## config.mk

```make
export PLATFORM = sky130hd
export DESIGN_NAME = pc_redirect_ctrl
export DESIGN_NICKNAME = d
export VERILOG_FILES = /design/src/rtl/pc_redirect_ctrl.sv
export SDC_FILE = /design/constraint.sdc
export NUM_CORES = 1
export LEC_CHECK = 0
export CAP_MARGIN = 10
export CORE_ASPECT_RATIO = 1.4
export CORE_MARGIN = 8
export CORE_UTILIZATION = 42
export CTS_BUF_LIST = sky130_fd_sc_hd__clkbuf_8
export DETAILED_ROUTE_END_ITERATION = 16
export GPL_ROUTABILITY_DRIVEN = 0
export PLACE_DENSITY = 0.92
export SYNTH_ARGS = -nofsm -noshare
export SYNTH_HDL_FRONTEND = slang
export SYNTH_SLANG_ARGS = --single-unit
export TNS_END_PERCENT = 20
```

## constraint.sdc

```tcl
create_clock -name CLK -period 3 [get_ports CLK]
set_input_delay 0.3 -clock CLK [delete_from_list [all_inputs] [get_ports CLK]]
set_output_delay 0.3 -clock CLK [all_outputs]
set_load 0.1 [all_outputs]
```

## src/rtl/pc_redirect_ctrl.sv

```systemverilog
// Selects the next PC source and holds redirects that arrive during an I-cache miss
// until the fetch can commit. A halt freezes fetch until reset.
module pc_redirect_ctrl #(
  parameter logic [31:0] RESET_PC = 32'h0000_0000,
  parameter int unsigned CNT_W    = 16
) (
  input  logic              CLK,
  input  logic              nRST,
  input  logic              ihit,
  input  logic              hz_stall,
  input  logic [31:0]       PC4,
  input  logic              br_taken,
  input  logic [31:0]       br_target,
  input  logic              jr_req,
  input  logic [31:0]       jr_target,
  input  logic              j_req,
  input  logic [31:0]       j_target,
  input  logic              halt,
  output logic [31:0]       next_PC,
  output logic              pc_stall,
  output logic              squash,
  output logic              pending,
  output logic              halted,
  output logic [CNT_W-1:0]  redirect_cnt
);

  typedef enum logic [1:0] {RUN, PEND, HALT} state_t;

  state_t             state, state_n;
  logic [31:0]        pend_tgt, pend_tgt_n;
  logic [CNT_W-1:0]   cnt, cnt_n;
  logic               req;
  logic               commit;
  logic               inc;
  logic [31:0]        raw_tgt;
  logic [31:0]        sel_tgt;

  // Oldest pipeline stage wins; targets are word aligned.
  always_comb begin
    raw_tgt = 32'h0;
    if (br_taken)    raw_tgt = br_target;
    else if (jr_req) raw_tgt = jr_target;
    else if (j_req)  raw_tgt = j_target;
    sel_tgt = raw_tgt & ~32'h3;
  end

  assign req    = br_taken | jr_req | j_req;
  assign commit = ihit & ~hz_stall & (state != HALT);

  // Next-state, pending-target and counter update.
  always_comb begin
    state_n    = state;
    pend_tgt_n = pend_tgt;
    cnt_n      = cnt;
    inc        = 1'b0;
    case (state)
      RUN: begin
        if (halt) begin
          state_n = HALT;
        end else if (req) begin
          if (commit) begin
            inc = 1'b1;
          end else begin
            pend_tgt_n = sel_tgt;
            state_n    = PEND;
          end
        end
      end
      PEND: begin
        if (halt) begin
          state_n = HALT;
        end else begin
          if (req) pend_tgt_n = sel_tgt;
          if (commit) begin
            inc     = 1'b1;
            state_n = RUN;
          end
        end
      end
      HALT: state_n = HALT;
      default: state_n = RUN;
    endcase
    if (inc && (cnt != {CNT_W{1'b1}})) cnt_n = cnt + CNT_W'(1);
  end

  always_ff @(posedge CLK) begin
    if (!nRST) begin
      state    <= RUN;
      pend_tgt <= RESET_PC;
      cnt      <= '0;
    end else begin
      state    <= state_n;
      pend_tgt <= pend_tgt_n;
      cnt      <= cnt_n;
    end
  end

  // Zero-latency PC control; reset forces a stalled, unsquashed sequential fetch.
  always_comb begin
    next_PC  = PC4;
    pc_stall = 1'b1;
    squash   = 1'b0;
    if (nRST) begin
      pc_stall = hz_stall | halt | (state == HALT);
      squash   = (req | (state == PEND)) & (state != HALT);
      case (state)
        RUN:     next_PC = req ? sel_tgt : PC4;
        PEND:    next_PC = req ? sel_tgt : pend_tgt;
        default: next_PC = PC4;
      endcase
    end
  end

  assign pending      = nRST & (state == PEND);
  assign halted       = nRST & (state == HALT);
  assign redirect_cnt = cnt;

endmodule

```

==> reports/summary.json <==
{
  "critPathMaxStageDelay": {"value": 660, "unit": "ps"},
  "synth_cell_type_count": {"value": 39},
  "cp-start-kind": {"value": "input pin"},
  "drv.max_cap_violation_count": {"value": 0},
  "n_antenna_cell": {"value": 0},
  "adder_and_majority_cell_fraction_of_the_synthesized_area": {"value": 0.7029, "unit": "%"},
  "cp.required": {"value": 2700, "unit": "ps"},
  "synth-simple-area-share": {"value": 19.91, "unit": "%"},
  "synth.yosys.warnings": {"value": 0},
  "finalInstanceArea": {"value": 5528, "unit": "µm²"},
  "route.vias.total": {"value": 3995},
  "final-max-slew-violation-count": {"value": 0},
  "detailedRoute.firstPassIterationCount": {"value": 4},
  "setup_ws": {"value": 364.1, "unit": "ps"},
  "synthCells": {"value": 405},
  "timing.critical_path.arrival": {"value": 2340, "unit": "ps"},
  "slew_headroom": {"value": 37.69, "unit": "%"},
  "grt_use_total": {"value": 23.01, "unit": "%"},
  "post_cts.repair.setup_buffers": {"value": 0},
  "grt_first_pass_wirelength": {"value": 20.68, "unit": "mm"},
  "post-route-period-util": {"value": 87.86, "unit": "%"},
  "mean_post_synth_cell_area": {"value": 7.912, "unit": "µm²"},
  "die-area": {"value": 10720, "unit": "µm²"},
  "dr.first_iter.drc_count": {"value": 288},
  "fin_skew": {"value": 9.822, "unit": "ps"},
  "area.growth.synth_to_final": {"value": 72.51, "unit": "%"},
  "largest_net_degree_at_the_start_of_global_routing": {"value": 49},
  "crit_type": {"value": "input pin to output port"},
  "vias_in_the_first_global_route": {"value": 4245},
  "num-fill-cells": {"value": 537},
  "clock_tree.htree_level_count": {"value": 2},
  "ys_ff_latch": {"value": 50},
  "io_buffer_count": {"value": 181},
  "outcome": {"value": "completed"},
  "synthesis.nets": {"value": 542},
  "clk_latency": {"value": 310, "unit": "ps"},
  "setup_viol": {"value": 0},
  "cts-root-to-sink-buffers": {"value": 2},
  "hold_class": {"value": "flip-flop to flip-flop"},
  "tritoncts": {"value": "done"},
  "critPathSlowestCell": {"value": "or4_1"},
  "timing.hold.worst_path_depth": {"value": 1},
  "grt_overflow_total": {"value": 0},
  "power_density": {"value": 396.0, "unit": "nW/µm²"},
  "detail-route-antenna-nets": {"value": 0},
  "grt_antenna_before_repair": {"value": 0},
  "cts-buffers-inserted": {"value": 5},
  "die_height": {"value": 119.4, "unit": "µm"},
  "synth_compound_gate_area_share": {"value": 40.65, "unit": "%"},
  "synth.cell_area": {"value": 3204, "unit": "µm²"},
  "dp_hpwl": {"value": 10.02, "unit": "mm"},
  "maxClockFrequency": {"value": 0.3794, "unit": "GHz"},
  "synth_seq_area_share": {"value": 31.24, "unit": "%"},
  "cts_num_sinks": {"value": 50},
  "top_level_ports": {"value": 188},
  "leakagePower": {"value": 2.073, "unit": "nW"},
  "period_needed": {"value": 2636, "unit": "ps"},
  "worst_slew_pin_tran": {"value": 926.1, "unit": "ps"},
  "cts_hold_repair.buffers": {"value": 0},
  "totalWireLength": {"value": 12.81, "unit": "mm"},
  "clkTransAtPathRegs": {"value": 100, "unit": "ps"},
  "wl_per_cell": {"value": 19.06, "unit": "µm"},
  "num-nets-final": {"value": 711},
  "critical_path.cell_chain": {"value": "clkdlybuf4s50_1 -> or4_1 -> nand2_1 -> buf_4 -> a22o_1 -> buf_12"},
  "synth-xor-area-share": {"value": 0, "unit": "%"},
  "initial_utilization": {"value": 43.53, "unit": "%"},
  "post-route-drc-count": {"value": 0},
  "placed_area": {"value": 5433, "unit": "µm²"},
  "clk_root_buffer_cell": {"value": "clkbuf_8"},
  "worst-path-max-fanout": {"value": 15},
  "setup_repair_after_global_routing_missed_its_margin": {"value": "false"},
  "critPathCaptureType": {"value": "output port"},
  "floorplan.core_area": {"value": 7361, "unit": "µm²"},
  "hold_violations": {"value": 0},
  "peak_vdd_ir": {"value": 0.2412, "unit": "mV"},
  "route.detailed.vias_per_inst": {"value": 5.945},
  "reg2reg_depth": {"value": 4},
  "num_rows": {"value": 37},
  "main_combinational_cell_family_by_area_after_synthesis": {"value": "compound AO/OA/AOI/OAI gates"},
  "cts-resized-gates": {"value": 0},
  "post_synth_mux_area_share": {"value": 1.874, "unit": "%"},
  "chipWidth": {"value": 89.82, "unit": "µm"},
  "ff_latch_area": {"value": 1001, "unit": "µm²"},
  "setup_total_negative_slack": {"value": 0, "unit": "ps"},
  "drive_above_1_share": {"value": 15.30, "unit": "%"},
  "multiInputGateArea": {"value": 2043, "unit": "µm²"},
  "detailedPlace.worstSlack": {"value": 395.9, "unit": "ps"}
}
Yosys cell counts:
cell type  count  area (µm²)
a2111oi_0      1       8.760
a21oi_1       10       50.05
a22o_1        60       525.5
a22oi_1       29       217.7
a32o_1         2       20.02
and2_1         2       12.51
and3_1         1       6.260
and3b_1        1       8.760
buf_1          2       7.510
buf_2         11       55.05
clkbuf_1      24       90.09
clkbuf_2       1       5.000
dfxtp_1       50        1001
ha_1           1       12.51
inv_1          6       22.52
maj3_1         1       10.01
mux2i_1        6       60.06
nand2_1       76       285.3
nand2b_1       8       50.05
nand3_1        6       30.03
nand4_1        3       18.77
nand4_4        1       21.27
nor2_1         7       26.28
nor2b_1        1       6.260
nor3_1         3       15.01
nor4_1         5       31.28
nor4b_1        1       8.760
nor4b_2        1       15.01
nor4b_4        1       23.77
o211ai_1      30       225.2
o21ai_0       32       160.2
o311a_2        1       11.26
o311ai_0       1       8.760
o31ai_1        5       37.54
o41a_1         1       11.26
o41ai_1        3       26.28
or2_2          1       6.260
or3_1          2       12.51
or4_1          8       60.06
state kept, by name, indices dropped and copies added (netlist names):
signal / flops
redirect_cnt: 16
state: 2
pend_tgt: 32
worst paths after layout:
check	from	slack [ps]	to
worst max-delay path	j_req	360	next_PC[18]
worst min-delay path	pend_tgt[0]	480	pend_tgt[0]
worst max register to register	state[1]	1000	redirect_cnt[4]
worst min register to register	pend_tgt[0]	480	pend_tgt[0]
critical path: cells and delay by family:
kind	cells	cell delay (ps)
AND/OR/NAND/NOR	2	830
buffers and inverters	3	970
AO/OA/AOI/OAI	1	230
per-stage QoR:
step	util (%)	hold WS (ps)	cells	total power (W)
finish	75.10	480.6	672	0.002189
global placement	73.81	444.4	664	0.001766
global route	75.10	497.5	672	0.002271
floorplan	-	372.4	405	0.001309
detailed placement	73.81	447.8	664	0.001785
CTS	75.10	473.9	672	0.002193
power breakdown:
group / internal [W] / leakage, nW / total, W / switching [W]
logic: 0.000448 / 1.62 / 0.00106 / 0.000615
clock network: 0.000186 / 0.0472 / 0.000418 / 0.000233
registers: 0.000690 / 0.406 / 0.000708 / 0.0000179
cell families after synthesis:
kind of cell             Yosys count
buffers and inverters             44
flip-flops                        50
adder cells (fa/ha/maj)            2
AND/OR/NAND/NOR                  128
multiplexers                       6
AO/OA/AOI/OAI                    175
layer usage:
layer	wire, µm	vias to the layer above	global-route usage (%)
met4	456	0	10.73
met1	4577	1879	23.14
met3	997	32	6.851
li1	-	1897	-
met2	6773	187	42.34
met5	0	-	0
layout make-up:
| cell class | count | share of cell area [%] |
|---|---|---|
| repair buffers | 200 | 40.61 |
| multi-input cells | 311 | 36.96 |
| flip-flops and latches | 50 | 18.11 |
| well taps | 97 | 2.196 |
| clock buffers | 6 | 1.494 |
| inverters | 6 | 0.4074 |
| clock inverters | 2 | 0.2263 |
cells in the final DEF, fill, tap and decap left out, drive strengths merged, types with 2 or more instances in the layout:
| master | count |
|---|---|
| clkdlybuf4s50 | 128 |
| nand2b | 8 |
| nand2 | 76 |
| o211ai | 30 |
| and2 | 2 |
| nor2 | 7 |
| or3 | 2 |
| or4 | 8 |
| o41ai | 3 |
| a32o | 2 |
| o21ai | 32 |
| o31ai | 5 |
| a21oi | 10 |
| dfxtp | 50 |
| nor3 | 3 |
| nand3 | 6 |
| a22o | 60 |
| mux2i | 6 |
| inv | 6 |
| nor4 | 5 |
| nand4 | 4 |
| a22oi | 29 |
| clkbuf | 6 |
| nor4b | 3 |
| buf | 72 |
No activity file was read; power rests on OpenSTA's default activity.
